**src/rtl/queue_pkg.sv**
```systemverilog
// ----------------------------------------------------------------------------
// queue_pkg
// Shared constants and helpers for the queue block.
//   QUEUE_DEFAULT_WIDTH : default payload width in bits
//   QUEUE_DEFAULT_DEPTH : default entry count (power of two, >= 2)
//   clog2()             : ceiling log2, used to size pointers and counters
// ----------------------------------------------------------------------------
package queue_pkg;

  localparam int QUEUE_DEFAULT_WIDTH = 14;
  localparam int QUEUE_DEFAULT_DEPTH = 4;

  // Ceiling log2; clog2(1) = 0, clog2(4) = 2, clog2(5) = 3.
  function automatic int clog2(input int value);
    int result;
    int remaining;
    result    = 0;
    remaining = value - 1;
    while (remaining > 0) begin
      result    = result + 1;
      remaining = remaining >> 1;
    end
    return result;
  endfunction

endpackage

```
**src/rtl/queue.sv**
```systemverilog
// ----------------------------------------------------------------------------
// queue
// Circular-buffer FIFO with a level/ack push handshake and an edge-detected
// pop acknowledge.
//
// Ports
//   clock      in   sole clock, rising edge
//   reset_n    in   asynchronous active-low reset
//   write      in   [WIDTH] data to enqueue
//   write_en   in   push request, held by the producer until write_ack
//   write_ack  out  push accepted (registered); clears after write_en drops
//   read       out  [WIDTH] head entry, all-zero when empty (combinational)
//   read_en    out  queue non-empty (combinational)
//   read_ack   in   consumer done with head; a rising edge pops one entry
//   count      out  [clog2(DEPTH+1)] occupancy      (QUEUE_STATUS_EN only)
//   full       out  occupancy == DEPTH              (QUEUE_STATUS_EN only)
//
// Configuration
//   QUEUE_STATUS_EN : when defined, adds the count/full status ports.
// ----------------------------------------------------------------------------
module queue
  import queue_pkg::*;
#(
  parameter int WIDTH = QUEUE_DEFAULT_WIDTH,
  parameter int DEPTH = QUEUE_DEFAULT_DEPTH
) (
  input  logic                        clock,
  input  logic                        reset_n,
  input  logic [WIDTH-1:0]            write,
  input  logic                        write_en,
  output logic                        write_ack,
  output logic [WIDTH-1:0]            read,
  output logic                        read_en,
  input  logic                        read_ack
`ifdef QUEUE_STATUS_EN
  ,
  output logic [clog2(DEPTH+1)-1:0]   count,
  output logic                        full
`endif
);

  // DEPTH is a power of two, so PW-bit pointers wrap modulo DEPTH for free.
  localparam int PW = clog2(DEPTH);
  localparam int CW = clog2(DEPTH + 1);

  localparam logic [CW-1:0] COUNT_ZERO = {CW{1'b0}};
  localparam logic [CW-1:0] COUNT_ONE  = CW'(1);
  localparam logic [CW-1:0] COUNT_FULL = CW'(DEPTH);
  localparam logic [PW-1:0] PTR_ZERO   = {PW{1'b0}};
  localparam logic [PW-1:0] PTR_ONE    = PW'(1);

  // Storage is intentionally left out of reset.
  logic [WIDTH-1:0] mem [DEPTH];

  logic [PW-1:0] head;
  logic [PW-1:0] tail;
  logic [CW-1:0] occupancy;
  logic          read_ack_prev;

  logic          not_empty;
  logic          is_full;
  logic          push;
  logic          pop;
  logic          write_ack_next;
  logic [CW-1:0] occupancy_next;
  logic [PW-1:0] head_next;
  logic [PW-1:0] tail_next;

  // Handshake decode: pop on a read_ack rising edge with data present; push
  // on a fresh request when there is room, or when a same-cycle pop frees
  // the slot that tail (== head when full) points at.
  always_comb begin
    not_empty      = (occupancy != COUNT_ZERO);
    is_full        = (occupancy == COUNT_FULL);
    pop            = read_ack & ~read_ack_prev & not_empty;
    push           = write_en & ~write_ack & (~is_full | pop);
    // write_ack latches on acceptance and holds until write_en is released,
    // so one held request produces exactly one push.
    write_ack_next = push | (write_ack & write_en);
  end

  // Next-state for occupancy and pointers.
  always_comb begin
    occupancy_next = occupancy;
    head_next      = head;
    tail_next      = tail;

    case ({push, pop})
      2'b10:   occupancy_next = occupancy + COUNT_ONE;
      2'b01:   occupancy_next = occupancy - COUNT_ONE;
      default: occupancy_next = occupancy;
    endcase

    if (pop) begin
      head_next = head + PTR_ONE;
    end else begin
      head_next = head;
    end

    if (push) begin
      tail_next = tail + PTR_ONE;
    end else begin
      tail_next = tail;
    end
  end

  // Control state registers with asynchronous reset.
  always_ff @(posedge clock or negedge reset_n) begin
    if (!reset_n) begin
      head          <= PTR_ZERO;
      tail          <= PTR_ZERO;
      occupancy     <= COUNT_ZERO;
      write_ack     <= 1'b0;
      read_ack_prev <= 1'b0;
    end else begin
      head          <= head_next;
      tail          <= tail_next;
      occupancy     <= occupancy_next;
      write_ack     <= write_ack_next;
      read_ack_prev <= read_ack;
    end
  end

  // Storage write at the tail slot on an accepted push.
  always_ff @(posedge clock) begin
    if (push) begin
      mem[tail] <= write;
    end
  end

  // Head presentation; reads as zero when nothing is queued.
  always_comb begin
    read_en = not_empty;
    if (not_empty) begin
      read = mem[head];
    end else begin
      read = {WIDTH{1'b0}};
    end
  end

`ifdef QUEUE_STATUS_EN
  // Status taps straight off the registered occupancy.
  always_comb begin
    count = occupancy;
    full  = is_full;
  end
`endif

endmodule

```
**config.mk**
```make
export PLATFORM = sky130hd
export DESIGN_NAME = queue
export DESIGN_NICKNAME = d
export VERILOG_FILES = /design/src/rtl/queue_pkg.sv /design/src/rtl/queue.sv
export SDC_FILE = /design/constraint.sdc
export NUM_CORES = 1
export LEC_CHECK = 0
export CAP_MARGIN = 40
export CORE_MARGIN = 2
export CORE_UTILIZATION = 35
export DETAILED_ROUTE_END_ITERATION = 7
export SLEW_MARGIN = 5
export SYNTH_ARGS = -nofsm -noshare
export SYNTH_HDL_FRONTEND = slang
export SYNTH_SLANG_ARGS = --single-unit
```
**constraint.sdc**
```tcl
create_clock -name clock -period 3.6 [get_ports clock]
set_clock_uncertainty 0.15 [all_clocks]
set_input_delay 0.72 -clock clock [delete_from_list [all_inputs] [get_ports clock]]
set_output_delay 0.72 -clock clock [all_outputs]
set_load 0.01 [all_outputs]
```
==> impl_metrics.json, run 1 <==
{
  "synth.distinct_cells": 30,
  "arrival_ns": 2.22,
  "ys_top_cells_by_area": "edfxtp_1 (62%), mux4_2 (12%), dfrtp_1 (8.4%), nor2b_1 (3.5%), ha_1 (1.9%)",
  "multi_input_area_um2": 726,
  "grt_first_pass_wirelength_um": 7960,
  "dieArea_um2": 8410,
  "synth_xor_area_share_pct": 1.63,
  "powerDensity_nw_per_um2": 792,
  "start_util_pct": 36.6,
  "finalSetupTns_ns": 0,
  "die_w_um": 91.7,
  "ff2ff_path_depth": 7,
  "leakage_nw": 1.16,
  "synth_largest_area_cell": "edfxtp_1",
  "min_from": "head[0]",
  "seq_area_frac_synth_pct": 70.8,
  "ios": 34,
  "reg2reg_from": "read_ack_prev",
  "synth_seq_cells": 65,
  "vdd_drop_max_v": 0.000292,
  "diodes": 0,
  "nets": 214,
  "rsz0062_at_grt": "false",
  "place_congestion": 0.771,
  "route.vias.total": 1463,
  "synth_area_um2": 2690,
  "holdPathStages": 1,
  "coreArea_um2": 7370,
  "synth_compound_area_share_pct": 2.97,
  "end_kind": "output pin",
  "area_growth_pct": 26.0,
  "synth_mux_area_share_pct": 11.7,
  "hpwl_um": 3280,
  "post-cts-setup-buffer-count": 0,
  "r2r-end": "occupancy[2]",
  "synth_top_area_share_pct": 62.4,
  "cts_tree": "yes",
  "seqCellArea_um2": 1910,
  "place_area_um2": 3150,
  "drt_wl_total_um": 4880,
  "clkTransAtPathRegs_ns": 0.07,
  "start_kind": "register",
  "port_buffers": 33,
  "required_ns": 2.73,
  "fin_crit_sh_pct": 85.8,
  "drt_iter0_markers": 115,
  "overflow": 0,
  "rrSetupSlack_ns": 1.22,
  "syn_inst": 146,
  "clock_latency_ns": 0.33,
  "finalCriticalPeriod_ns": 3.09,
  "maxCapViolations": 0,
  "fillers": 647,
  "rows": 31,
  "whs_endpoint": "head[0]",
  "drive_above_1_share_pct": 20.4,
  "cts_root_buffer": "clkbuf_8",
  "utilization_pct": 46.0,
  "path_max_fanout": 14,
  "final_area_um2": 3390,
  "antenna_found_initial": 0,
  "syn_area_per_cell_um2": 18.5,
  "cts_buffer_depth": 2,
  "yosysWarnings": 0,
  "routedWlPerCell_um": 16.5,
  "drv_slew": 0,
  "ctsResizeCount": 0,
  "synthSimpleGateAreaFrac_pct": 8.04,
  "worst_slew_pin_slew_ns": 0.705,
  "outcome": "finished, final reports clean",
  "dr.pass1.iters": 5,
  "holdCritPathClass": "reg -> reg",
  "ant_nets": 0,
  "post-route-drc-count": 0,
  "cts_hold_buf": 0,
  "synth_fa_ha_area_share_pct": 2.60,
  "die_h_um": 91.7,
  "setup_viol": 0,
  "vias_per_cell": 4.96,
  "cts_buffers": 9,
  "gr-usage-all-layers_pct": 12.7,
  "p_total_mw": 2.69,
  "worstSetupPathType": "reg -> out",
  "clkSinkCount": 65,
  "grt_max_degree": 16,
  "syn-num-nets": 169,
  "fmax_mhz": 324,
  "synth_top_family_by_area": "multiplexers",
  "cts_max_level": 3,
  "hold_viol": 0,
  "grt_pass1_vias": 1525,
  "relSlewSlack_pct": 53.0
}
how the worst max path moves through the flow:
stage,endpoint,cells past startpoint,start
after floorplan,occupancy[2],7,read_ack
after global placement,occupancy[2],8,read_ack
after detailed placement,occupancy[2],8,read_ack
after CTS,read[0],4,head[0]
after global routing,read[11],4,head[0]
final,read[0],4,head[0]
area by class of cell:
type | instances | area share (%)
clock buffers | 10 | 3.76
clock inverters | 6 | 3.39
inverters | 5 | 0.553
multi-input cells | 71 | 21.4
flip-flops and latches | 65 | 56.2
well taps | 99 | 3.65
repair buffers | 39 | 11.1
cell families after synthesis:
group	after synthesis
and+or+nand+nor	35
adders and majority gates	5
AOI/OAI and AO/OA	12
muxes	14
buffers and inverters	10
DFF	65
xor gates and xnor gates	5
cells in the mapped netlist:
| library cell | count |
|---|---|
| xor2_1 | 1 |
| xnor2_1 | 4 |
| a22oi_1 | 1 |
| o21ai_0 | 2 |
| o21ai_1 | 1 |
| and4bb_2 | 1 |
| nand2b_4 | 1 |
| nand2_1 | 6 |
| nor2_1 | 3 |
| dfrtp_1 | 9 |
| o211ai_1 | 2 |
| edfxtp_1 | 56 |
| clkbuf_1 | 1 |
| o31a_2 | 1 |
| a32oi_1 | 1 |
| buf_6 | 3 |
| fa_1 | 1 |
| nand2b_1 | 1 |
| nor3_2 | 1 |
| and2_1 | 4 |
| buf_2 | 1 |
| a31oi_1 | 1 |
| ha_1 | 4 |
| inv_1 | 5 |
| or3_4 | 1 |
| a21oi_1 | 2 |
| mux4_2 | 14 |
| nor2b_1 | 15 |
| o21a_1 | 1 |
| nand3_1 | 2 |
where the power goes:
group          internal [mW]  switching, mW
clock network          0.464          0.282
registers              0.938         0.0995
logic                  0.518          0.386
routing by layer:
| layer | GRT usage, % | wire length [um] | vias to the layer above |
|---|---|---|---|
| li1 | - | - | 658 |
| met1 | 15.0 | 2000 | 740 |
| met5 | 0 | 0 | - |
| met4 | 4.23 | 79 | 0 |
| met2 | 21.4 | 2590 | 51 |
| met3 | 4.60 | 210 | 14 |
metrics by stage:
| stage | cells | hold WS (ns) | worst slack [ns] |
|---|---|---|---|
| after floorplan | 146 | 0.274 | 1.17 |
| after global placement | 279 | 0.333 | 0.576 |
| after detailed placement | 279 | 0.345 | 0.462 |
| after CTS | 295 | 0.358 | 0.457 |
| after global routing | 295 | 0.377 | 0.359 |
| final | 295 | 0.355 | 0.510 |
critical path: stages, from the launching register on:
cell and delay (ns):
dfrtp_1 0.39, buf_4 0.31, mux4_2 0.54, nor2b_1 0.14, clkdlybuf4s50_1 0.50
flip-flops by register name (all words and copies together), names as in the netlist:
register,flops
read_ack_prev,1
head,2
occupancy,3
tail,2
write_ack,1
mem,56
cells in the final DEF, fill, tap and decap left out:
master           instances
a21oi_1                  2
a22oi_1                  1
a31oi_1                  1
a32oi_1                  1
and2_1                   4
and4bb_2                 1
buf_4                    6
bufinv_16                3
clkbuf_1                 1
clkbuf_8                 9
clkdlybuf4s50_1         33
clkinv_4                 1
clkinvlp_4               1
dfrtp_1                  9
edfxtp_1                56
fa_1                     1
ha_1                     4
inv_1                    5
inv_6                    1
mux4_2                  14
nand2_1                  6
nand2b_1                 1
nand2b_4                 1
nand3_1                  2
nor2_1                   3
nor2b_1                 15
nor3_2                   1
o211ai_1                 2
o21a_1                   1
o21ai_0                  2
o21ai_1                  1
o31a_2                   1
or3_4                    1
xnor2_1                  4
xor2_1                   1
Power figures use the tool's default switching activity.
==> run 2, diff against run 1 <==
Settings changed: CAP_MARGIN 40 to 20, MAX_ROUTING_LAYER from default to met4.
==> run 2 against run 1 <==
Compared with the run above: via count rose by 0.34%; clock-buffer cell count stayed put; hold slack better by 0.0031 ns; clock power is essentially flat; critical path type unchanged; largest power group unchanged; highest routed layer unchanged.
==> impl_metrics.json, run 2 (same netlist as run 1, synthesis figures left out) <==
{
  "outcome": "finished, final reports clean",
  "hpwl_um": 3280,
  "dr.pass1.iters": 5,
  "arrival_ns": 2.23,
  "dp_cells": 279,
  "place_congestion": 0.781,
  "drive_above_1_share_pct": 20.4,
  "start_kind": "register",
  "ant_nets": 0,
  "slowest_delay_ns": 0.54,
  "coreArea_um2": 7370,
  "port_buffers": 33,
  "cts_tree": "yes",
  "path_max_fanout": 14,
  "utilization_pct": 46.0,
  "finalCriticalPeriod_ns": 3.10,
  "gr-usage-all-layers_pct": 13.0,
  "layout.cells.non_filler": 295,
  "holdCritPathClass": "reg -> reg",
  "start_util_pct": 36.6,
  "leakage_nw": 1.16,
  "powerDensity_nw_per_um2": 792,
  "cts_buffer_depth": 2,
  "nets": 214,
  "holdPathStages": 1,
  "relSlewSlack_pct": 53.3,
  "rows": 31,
  "maxCapViolations": 0,
  "crit_slowest_cell": "mux4_2",
  "grt_max_degree": 16,
  "drv_slew": 0,
  "clkTransAtPathRegs_ns": 0.07,
  "fmax_mhz": 323,
  "drt_iter0_markers": 118,
  "top_register": "mem",
  "crit_chain": "buf_4 > mux4_2 > nor2b_1 > clkdlybuf4s50_1",
  "fillers": 647,
  "routedWlPerCell_um": 16.5,
  "ff2ff_path_depth": 7,
  "die_h_um": 91.7,
  "biggestRegsByFlops": "mem: 56 flops, occupancy: 3 flops",
  "die_w_um": 91.7,
  "largest_register_ffs": 56,
  "rsz0062_at_grt": "false",
  "worstSetupPathType": "reg -> out",
  "cts_buffers": 9,
  "end_kind": "output pin",
  "cts_root_buffer": "clkbuf_8",
  "grt_first_pass_wirelength_um": 7970,
  "grt_pass1_vias": 1527,
  "diodes": 0,
  "route.vias.total": 1468,
  "cts_hold_buf": 0,
  "finalSetupTns_ns": 0,
  "vdd_drop_max_v": 0.000292,
  "cts_max_level": 3,
  "area_growth_pct": 26.0,
  "final_common_cell": "edfxtp_1",
  "clkSinkCount": 65,
  "dieArea_um2": 8410,
  "drt_wl_total_um": 4880,
  "p_total_mw": 2.69,
  "layout_common_cells": "edfxtp_1 (56), clkdlybuf4s50_1 (33), nor2b_1 (15)",
  "clock_latency_ns": 0.33,
  "hold_viol": 0,
  "ios": 34,
  "vias_per_cell": 4.98,
  "antenna_found_initial": 0,
  "post-route-drc-count": 0,
  "worst_slew_pin_slew_ns": 0.700,
  "required_ns": 2.73,
  "fin_crit_sh_pct": 86.1,
  "post-cts-setup-buffer-count": 0,
  "overflow": 0,
  "ctsResizeCount": 0,
  "setup_viol": 0
}
-- run 2: cell type report --
class	instances	area [um^2]	share of cell area, %
tap	99	124	3.65
clock inverter	6	115	3.39
multi-input combinational	71	726	21.4
clock buffer	10	128	3.76
inverter	5	18.8	0.553
timing repair buffer	39	375	11.1
sequential	65	1910	56.2
-- run 2: critical path, delay by kind of cell (launching register included) --
family	cells	cell delay, ns
flops	1	0.39
simple gates	1	0.14
buf+inv	2	0.82
mux	1	0.54
-- run 2: worst paths after layout --
kind	slack, ns	start	end
min in group asynchronous	0.54	reset_n	occupancy[1]
setup / recovery	0.50	head[0]	read[0]
hold reg to reg	0.36	head[0]	head[0]
hold / removal	0.36	head[0]	head[0]
setup reg to reg	1.22	occupancy[2]	occupancy[2]
max in group asynchronous	2.45	reset_n	tail[1]
-- run 2: stage by stage --
step	setup slack, ns	instance area [um^2]	hold slack, ns
finish	0.501	3390	0.359
global route	0.359	3390	0.377
CTS	0.457	3390	0.358
detailed placement	0.462	3150	0.345
global placement	0.576	3150	0.333
floorplan	1.17	2690	0.274
-- run 2: metal layers --
layer  up-vias  GRT usage, %  wire length [um]
met1       743          15.0              2020
met4         0          4.23                82
li1        658             -                 -
met2        51          21.4              2570
met5         -             -                 0
met3        16          4.60               211
-- run 2: report_power, final --
part	switching, mW	internal [mW]	total (mW)	leakage, nW
combinational	0.387	0.518	0.905	0.422
clock	0.282	0.464	0.746	0.117
sequential	0.0992	0.938	1.04	0.616
total	0.768	1.92	2.69	1.16
